**config.mk**
```make
export PLATFORM = sky130hd
export DESIGN_NAME = lcd_screen_arbiter
export DESIGN_NICKNAME = d
export VERILOG_FILES = /design/src/rtl/lcd_screen_arbiter.sv
export SDC_FILE = /design/constraint.sdc
export NUM_CORES = 1
export LEC_CHECK = 0
export ABC_AREA = 1
export CORE_AREA = 2 2 257 259
export DETAILED_ROUTE_END_ITERATION = 8
export DIE_AREA = 0 0 259 261
export DONT_BUFFER_PORTS = 1
export SETUP_SLACK_MARGIN = 0.5
export SLEW_MARGIN = 20
export SYNTH_ARGS = -nofsm -noshare
export SYNTH_HDL_FRONTEND = slang
export SYNTH_SLANG_ARGS = --single-unit
```
**constraint.sdc**
```tcl
create_clock -name clk -period 2.2 [get_ports clk]
set_input_delay 0.44 -clock clk [delete_from_list [all_inputs] [get_ports clk]]
set_output_delay 0.44 -clock clk [all_outputs]
set_load 0.005 [all_outputs]
```
**src/rtl/lcd_screen_arbiter.sv**
```systemverilog
// lcd_screen_arbiter: lets one of N_REQ screen producers own the LCD frame
// path at a time. The granted frame is captured and held until it has been
// written and then displayed for a minimum time, so screens never interleave.
// Build option: define LCD_ARB_ROUND_ROBIN_EN for round-robin arbitration;
// when it is left undefined the lowest requesting index wins.
module lcd_screen_arbiter #(
    parameter int N_REQ        = 4,
    parameter int IDX_W        = 2,
    parameter int FRAME_W      = 128,
    parameter int MIN_HOLD     = 1000,
    parameter int DONE_TIMEOUT = 20000,
    parameter int CNT_W        = 16
) (
    input  logic                     clk,
    input  logic                     rst_n,
    input  logic [N_REQ-1:0]         req_i,
    input  logic [N_REQ*FRAME_W-1:0] frame_in_i,
    input  logic                     frame_done_i,
    output logic [N_REQ-1:0]         gnt_o,
    output logic [IDX_W-1:0]         owner_o,
    output logic [FRAME_W-1:0]       frame_out_o,
    output logic                     frame_valid_o,
    output logic                     busy_o,
    output logic                     timeout_err_o
);

    // A HOLD of zero cycles would skip the display time entirely.
    localparam int HOLD_N = (MIN_HOLD < 1) ? 1 : MIN_HOLD;

    typedef enum logic [1:0] {
        ST_IDLE = 2'd0,
        ST_SHOW = 2'd1,
        ST_HOLD = 2'd2
    } state_t;

    state_t               state_q, state_d;
    logic [N_REQ-1:0]     gnt_q, gnt_d;
    logic [IDX_W-1:0]     owner_q, owner_d;
    logic [FRAME_W-1:0]   frame_q, frame_d;
    logic                 fvalid_q, fvalid_d;
    logic                 busy_q, busy_d;
    logic                 terr_q, terr_d;
    logic [CNT_W-1:0]     cnt_q, cnt_d;

    logic                 any_req;
    logic [IDX_W-1:0]     win_idx;

`ifdef LCD_ARB_ROUND_ROBIN_EN
    logic [IDX_W-1:0]     ptr_q, ptr_d;
    logic                 found;
    int                   cand;

    // Round-robin winner: first requester at or after the slot following the last winner.
    always_comb begin
        any_req = |req_i;
        win_idx = '0;
        found   = 1'b0;
        cand    = 0;
        for (int k = 1; k <= N_REQ; k++) begin
            cand = (int'(ptr_q) + k) % N_REQ;
            if (!found && req_i[cand]) begin
                win_idx = IDX_W'(cand);
                found   = 1'b1;
            end
        end
    end
`else
    // Fixed-priority winner: the lowest requesting index.
    always_comb begin
        any_req = |req_i;
        win_idx = '0;
        for (int i = N_REQ - 1; i >= 0; i--) begin
            if (req_i[i]) begin
                win_idx = IDX_W'(i);
            end
        end
    end
`endif

    // Next-state logic: grant in IDLE, wait for the write in SHOW, display time in HOLD.
    always_comb begin
        state_d  = state_q;
        gnt_d    = gnt_q;
        owner_d  = owner_q;
        frame_d  = frame_q;
        fvalid_d = fvalid_q;
        busy_d   = busy_q;
        terr_d   = 1'b0;
        cnt_d    = cnt_q;
`ifdef LCD_ARB_ROUND_ROBIN_EN
        ptr_d    = ptr_q;
`endif
        case (state_q)
            ST_IDLE: begin
                gnt_d    = '0;
                fvalid_d = 1'b0;
                busy_d   = 1'b0;
                if (any_req) begin
                    gnt_d          = '0;
                    gnt_d[win_idx] = 1'b1;
                    owner_d        = win_idx;
                    frame_d        = frame_in_i[int'(win_idx)*FRAME_W +: FRAME_W];
                    fvalid_d       = 1'b1;
                    busy_d         = 1'b1;
                    cnt_d          = '0;
                    state_d        = ST_SHOW;
`ifdef LCD_ARB_ROUND_ROBIN_EN
                    ptr_d          = win_idx;
`endif
                end
            end
            ST_SHOW: begin
                cnt_d = cnt_q + CNT_W'(1);
                // A done arriving on the timeout cycle wins over the watchdog.
                if (frame_done_i) begin
                    fvalid_d = 1'b0;
                    cnt_d    = '0;
                    state_d  = ST_HOLD;
                end else if (cnt_q == CNT_W'(DONE_TIMEOUT - 1)) begin
                    fvalid_d = 1'b0;
                    terr_d   = 1'b1;
                    cnt_d    = '0;
                    state_d  = ST_HOLD;
                end
            end
            ST_HOLD: begin
                fvalid_d = 1'b0;
                if (cnt_q == CNT_W'(HOLD_N - 1)) begin
                    gnt_d   = '0;
                    busy_d  = 1'b0;
                    cnt_d   = '0;
                    state_d = ST_IDLE;
                end else begin
                    cnt_d = cnt_q + CNT_W'(1);
                end
            end
            default: begin
                state_d  = ST_IDLE;
                gnt_d    = '0;
                fvalid_d = 1'b0;
                busy_d   = 1'b0;
                cnt_d    = '0;
            end
        endcase
    end

    // State and output registers; reset discards any frame in flight.
    always_ff @(posedge clk or negedge rst_n) begin
        if (!rst_n) begin
            state_q  <= ST_IDLE;
            gnt_q    <= '0;
            owner_q  <= '0;
            frame_q  <= '0;
            fvalid_q <= 1'b0;
            busy_q   <= 1'b0;
            terr_q   <= 1'b0;
            cnt_q    <= '0;
        end else begin
            state_q  <= state_d;
            gnt_q    <= gnt_d;
            owner_q  <= owner_d;
            frame_q  <= frame_d;
            fvalid_q <= fvalid_d;
            busy_q   <= busy_d;
            terr_q   <= terr_d;
            cnt_q    <= cnt_d;
        end
    end

`ifdef LCD_ARB_ROUND_ROBIN_EN
    // Last-winner pointer; resets so that index 0 is searched first.
    always_ff @(posedge clk or negedge rst_n) begin
        if (!rst_n) begin
            ptr_q <= IDX_W'(N_REQ - 1);
        end else begin
            ptr_q <= ptr_d;
        end
    end
`endif

    assign gnt_o         = gnt_q;
    assign owner_o       = owner_q;
    assign frame_out_o   = frame_q;
    assign frame_valid_o = fvalid_q;
    assign busy_o        = busy_q;
    assign timeout_err_o = terr_q;

endmodule
```
==> results.toml, run 1 <==
[finish]
layout-drive-gt1-share_pct = 5.613
layout_common_cells = "nand2_1 (822), dfrtp_1 (155), nand3_1 (147)"
areaGrowthSynthToFinish_pct = 15.76
fin_nets = 2060
final_area_sq_um = 11730
final_common_cell = "nand2_1"

[placement]
post-place-ws_ns = 0.2706
place.gp.congestion = 0.8914
placed_cell_area_sq_um = 11030
io_buffer_count = 0
dp_hpwl_um = 31080

[floorplanning]
rows = 94
core_sq_um = 65040
initial_core_util_pct = 15.57
die_area_sq_um = 67600
die_h_um = 261
io_pins = 656
chipWidth_um = 259

[run_status]
violations = "hold timing"
status = "complete, but fails checks"

[synthesis]
synthCells = 1598
synth_top_area_share_pct = 38.30
ys_seq_area_share_pct = 38.30
yosysWarnings = 0
ys_top_cells_by_area = "dfrtp_1 (38%), nand2_1 (31%), nand3_1 (7.3%)"
netlist_area_sq_um = 10130
synth_nets = 2121
avgSynthCellArea_sq_um = 6.338
yosys.cell_types.count = 27
yosys.area.top_type = "dfrtp_1"
ys_ff_latch = 155

[cts]
cts_max_level = 4
clock_latency_ns = 0.47
cts_sinks = 155
clock_path_buffers = 2
root_buffer = "clkbuf_16"
cts_buffers = 17
hold_buffers = 1
path_clk_slew_ns = 0.07
cts_tree = "yes"

[timing]
worst-slew-pin-transition_ns = 0.5395
whs_ns = -0.3251
min_period_ns = 1.600
fin_worst_skew_ns = 0.01374
finalHoldViolCount = 155
drv_slew = 0
timing.fmax_mhz = 625.1
tns_ns = 0
max_slew_margin_pct = 64.04
rsz0062_at_grt = "true"
final-setup-viol-count = 0
min_period_over_period_pct = 72.72
setup_slack_ns = 0.6002

[drt]
wirelength_um = 42270
vias = 10610
drtIter0Drc = 835
ant_nets = 0
route.detailed.drc = 0
routedWlPerCell_um = 17.49
firstDrtPassIters = 6
vias_per_cell = 4.388

[power]
vdd_drop_max_v = 0.0006292
p_total_mw = 12.13
powerDensity_nw_per_um2 = 1034
p_leak_nw = 5.653

[critical_path]
critPathArrivalTime_ns = 1.94
rr_worst_depth = 9
reg2reg_slack_ns = 0.60
r2r-end = "cnt_q[13]$_DFFE_PN0N_"
required_ns = 2.54
worst_setup_path_start_kind = "register"
worstPathMaxFanout = 12
endpoint = "cnt_q[13]$_DFFE_PN0N_"
startpoint = "state_q[0]$_DFFE_PN0P_"
worst_path_max_delay_cell = "dfrtp_1"
max_stage_delay_ns = 0.40
endpoint_kind = "register"
critPathKind = "reg2reg"
r2r-start = "state_q[0]$_DFFE_PN0P_"
crit_chain = "inv_2, ha_4, buf_4, nand3_2, buf_12, nand2_1, inv_1, nand2_2, o22ai_1"

[global_routing]
grt_max_degree = 156
grt_pass1_vias = 9603
antenna_found_initial = 4
grt.total_usage_pct = 11.59
grt_first_pass_wirelength_um = 58750
grt_overflow = 0

[min_path]
hp-class = "in2async"

[run]
drv_cap = 0
[worst max-delay path, delay by kind of cell (launching register included)]
kind / cells / cell delay, ns
AOI/OAI and AO/OA: 1 / 0.09
adders and majority gates: 1 / 0.15
buffers and inverters: 4 / 0.50
and+or+nand+nor: 3 / 0.33
DFF: 1 / 0.40
[stage by stage]
step           std cells  utilization (%)
6_report            2417            18.03
3_5_place_dp        2376            16.96
5_1_grt             2415            18.02
3_3_place_gp        2376            16.96
4_1_cts             2409            17.87
2_1_floorplan       1598                -
[cell families after synthesis]
family	count (synthesis)	synth area share, %
compound gates	280	13.93
xor+xnor	9	0.7783
fa+ha+maj	4	0.4942
buf+inv	141	6.819
flops	155	38.30
mux	1	0.09883
simple gates	1008	39.58
[power by group]
| group | internal (mW) | leakage (nW) | total (mW) | switching (mW) |
|---|---|---|---|---|
| combinational | 1.34 | 3.43 | 3.83 | 2.49 |
| sequential | 4.06 | 1.96 | 5.32 | 1.26 |
| clock | 1.58 | 0.265 | 2.97 | 1.39 |
| total | 6.99 | 5.65 | 12.1 | 5.14 |
[synthesized netlist by cell type]
cell type and n:
buf_1 4, inv_1 23, nor2_2 1, mux2i_1 1, o21bai_1 1, o21ai_0 29, xor2_1 9, buf_4 27
nor2_4 1, nand3b_1 1, nand2_1 826, nand4_1 4, nand2_2 2, nor3_1 3, nand2_4 1, o21ai_1 110
clkbuf_1 47, o21ai_2 1, ha_1 4, a21oi_1 136, o22ai_1 3, buf_2 36, inv_2 2, buf_6 2
dfrtp_1 155, nor2_1 21, nand3_1 148
[sequential cells by signal, summed over array words and instances, names as in the netlist]
name / cells
cnt_q: 16
timeout_err_o: 1
frame_valid_o: 1
frame_out_o: 128
state_q: 2
gnt_o: 4
busy_o: 1
owner_o: 2
[cell type report]
class	instances	area, sq um
Fill cell	7435	53310
Multi-Input combinational cell	1302	5617
Sequential cell	155	3879
Tap cell	864	1081
Timing Repair Buffer	36	469.2
Clock buffer	19	432.9
Clock inverter	13	131.4
Inverter	25	107.6
Antenna cell	3	7.507
[worst min-delay path by stage]
| stage | to | slack, ns | from | depth (start not counted) |
|---|---|---|---|---|
| floorplan | busy_o$_DFFE_PN0P_ | 0.14 | rst_n | 0 |
| global placement | frame_out_o[109]$_DFFE_PN0P_ | 0.15 | rst_n | 0 |
| detailed placement | frame_out_o[109]$_DFFE_PN0P_ | 0.15 | rst_n | 0 |
| CTS | frame_out_o[97]$_DFFE_PN0P_ | -0.40 | rst_n | 0 |
| global route | frame_out_o[97]$_DFFE_PN0P_ | -0.39 | rst_n | 0 |
| finish | frame_out_o[0]$_DFFE_PN0P_ | -0.33 | rst_n | 0 |
[timing repair]
| item | 4_1_cts | 5_1_grt |
|---|---|---|
| endpoints found under the setup margin | 31 | 58 |
| gates cloned | 0 | 1 |
| endpoints found under the hold margin | 156 | 155 |
| pin swaps | 0 | 3 |
| setup buffers | 0 | 4 |
| resized for setup | 6 | 13 |
[metal layers]
metal	global-route usage, %	wire length (um)	vias to the layer above
met5	0	12	-
met4	6.439	1583	2
met3	3.881	4043	74
met2	18.96	20180	659
met1	13.32	16450	4859
li1	-	-	5013
Power figures use the tool's default switching activity.
==> run 2, diff against run 1 <==
==> constraint.sdc (replaced) <==
create_clock -name clk -period 1.7 [get_ports clk]
set_input_delay 0.34 -clock clk [delete_from_list [all_inputs] [get_ports clk]]
set_output_delay 0.34 -clock clk [all_outputs]
set_load 0.005 [all_outputs]
==> results.toml, run 2 (same netlist as run 1, synthesis figures left out) <==
[run_status]
status = "complete, but fails checks"
violations = "hold timing"

[cts]
hold_buffers = 2
clock_latency_ns = 0.48
path_clk_slew_ns = 0.06
clock_path_buffers = 2
cts_tree = "yes"
cts_max_level = 4
cts_sinks = 155
cts_buffers = 17
root_buffer = "clkbuf_16"

[run]
drv_cap = 0

[placement]
place.gp.congestion = 0.8278
post-place-ws_ns = -0.04469
dp_hpwl_um = 31300
placed_cell_area_sq_um = 11310
io_buffer_count = 0

[critical_path]
timing.critical_path.buf_inv = 1
crit_path_frequent_cell = "nand2_2"
endpoint_kind = "register"
crit_chain = "ha_2, nand2_1, inv_2, nand2_2, nor2_2, nand2_2, nand2_2, nand2_4, nor2_4, nand2_1, o21ai_1"
critPathKind = "reg2reg"
cp_top_family = "simple AND/OR/NAND/NOR gates"
max_stage_delay_ns = 0.36
worst_path_max_delay_cell = "dfrtp_1"
required_ns = 2.10
critPathArrivalTime_ns = 1.92
worstPathMaxFanout = 6
worst_setup_path_start_kind = "register"

[drt]
route.detailed.drc = 0
vias_per_cell = 4.467
firstDrtPassIters = 5
wirelength_um = 50820
routedWlPerCell_um = 20.41
ant_nets = 0
drtIter0Drc = 798
vias = 11120

[timing]
rsz0062_at_grt = "true"
fin_worst_skew_ns = 0.01828
min_period_over_period_pct = 89.51
max_slew_margin_pct = 67.93
timing.fmax_mhz = 657.2
finalHoldViolCount = 155
whs_ns = -0.4317
final-setup-viol-count = 0
setup_slack_ns = 0.1783
worst-slew-pin-transition_ns = 0.4811
drv_slew = 0
tns_ns = 0
min_period_ns = 1.522

[finish]
layout-drive-gt1-share_pct = 21.42
nFillCells = 7253
layout_common_cells = "nand2_1 (759), nand3_1 (147), dfrtp_1 (138)"
final_area_sq_um = 13920
fin_nets = 2134
final_common_cell = "nand2_1"
areaGrowthSynthToFinish_pct = 37.46
largest_reg_flops = 128

[floorplanning]
die_h_um = 261
die_area_sq_um = 67600
initial_core_util_pct = 15.57
chipWidth_um = 259
core_sq_um = 65040
rows = 94
io_pins = 656

[power]
vdd_drop_max_v = 0.0007688
p_leak_nw = 6.512
p_total_mw = 21.97
powerDensity_nw_per_um2 = 1578

[global_routing]
grt_pass1_vias = 9899
antenna_found_initial = 6
grt_overflow = 0
grt_max_degree = 156
grt.total_usage_pct = 12.81
grt_first_pass_wirelength_um = 63370

[min_path]
hp-class = "in2async"
run 2: cell type report:
type                       instances  area [sq um]  share of cell area [%]
antenna                            6         15.01                  0.1078
clock buffer                      21         460.4                   3.307
clock inverter                     7         118.9                  0.8538
inverter                          25         127.6                  0.9167
multi-input combinational       1303          6489                   46.61
sequential                       155          3900                   28.01
tap                              864          1081                   7.765
timing repair buffer             109          1730                   12.43
run 2: path summary, 6_finish.rpt:
path / startpoint / endpoint / slack [ns] / depth (start not counted)
max: cnt_q[1]$_DFFE_PN0N_ / state_q[1]$_DFFE_PN0P_ / 0.18 / 11
max in group asynchronous: rst_n / frame_out_o[37]$_DFFE_PN0P_ / 1.69 / 0
max reg2reg: cnt_q[1]$_DFFE_PN0N_ / state_q[1]$_DFFE_PN0P_ / 0.18 / 11
min in group clk: frame_in_i[411] / frame_out_o[27]$_DFFE_PN0P_ / 0.08 / 4
min reg2reg: frame_out_o[81]$_DFFE_PN0P_ / frame_out_o[81]$_DFFE_PN0P_ / 0.51 / 2
min: rst_n / frame_out_o[98]$_DFFE_PN0P_ / -0.43 / 0
run 2: report_power, final:
part	leakage, nW	total [mW]	switching, mW	internal, mW
Clock	0.277	4.04	1.69	2.35
Sequential	1.94	7.14	1.84	5.30
Combinational	4.29	10.8	5.79	5.00
Total	6.51	22.0	9.32	12.6
run 2: worst reg2reg max path: stages (launching register included):
cell     delay (ns)
dfrtp_1        0.36
ha_2           0.20
nand2_1        0.09
inv_2          0.10
nand2_2        0.06
nor2_2         0.10
nand2_2        0.07
nand2_2        0.08
nand2_4        0.11
nor2_4         0.16
nand2_1        0.06
o21ai_1        0.06
run 2: routing by layer:
layer | share of wire, % | up-vias | global-route usage (%)
met5 | 0.026 | - | 0
li1 | - | 5180 | -
met4 | 4.4 | 2 | 7.771
met3 | 9.0 | 94 | 3.862
met1 | 38 | 5184 | 14.89
met2 | 48 | 663 | 20.77
run 2: repair_timing:
action / in CTS / in global routing
pin swaps: 9 / 61
resized for setup: 69 / 204
cloned: 14 / 19
hold endpoints to repair: 158 / 155
buffers inserted: 17 / 7
setup endpoints to repair: 292 / 292
run 2: per-stage QoR:
stage,cells,utilization [%]
finish,2490,21.41
global route,2489,21.40
CTS,2458,19.44
detailed placement,2397,17.38
global placement,2397,17.38
floorplan,1598,-
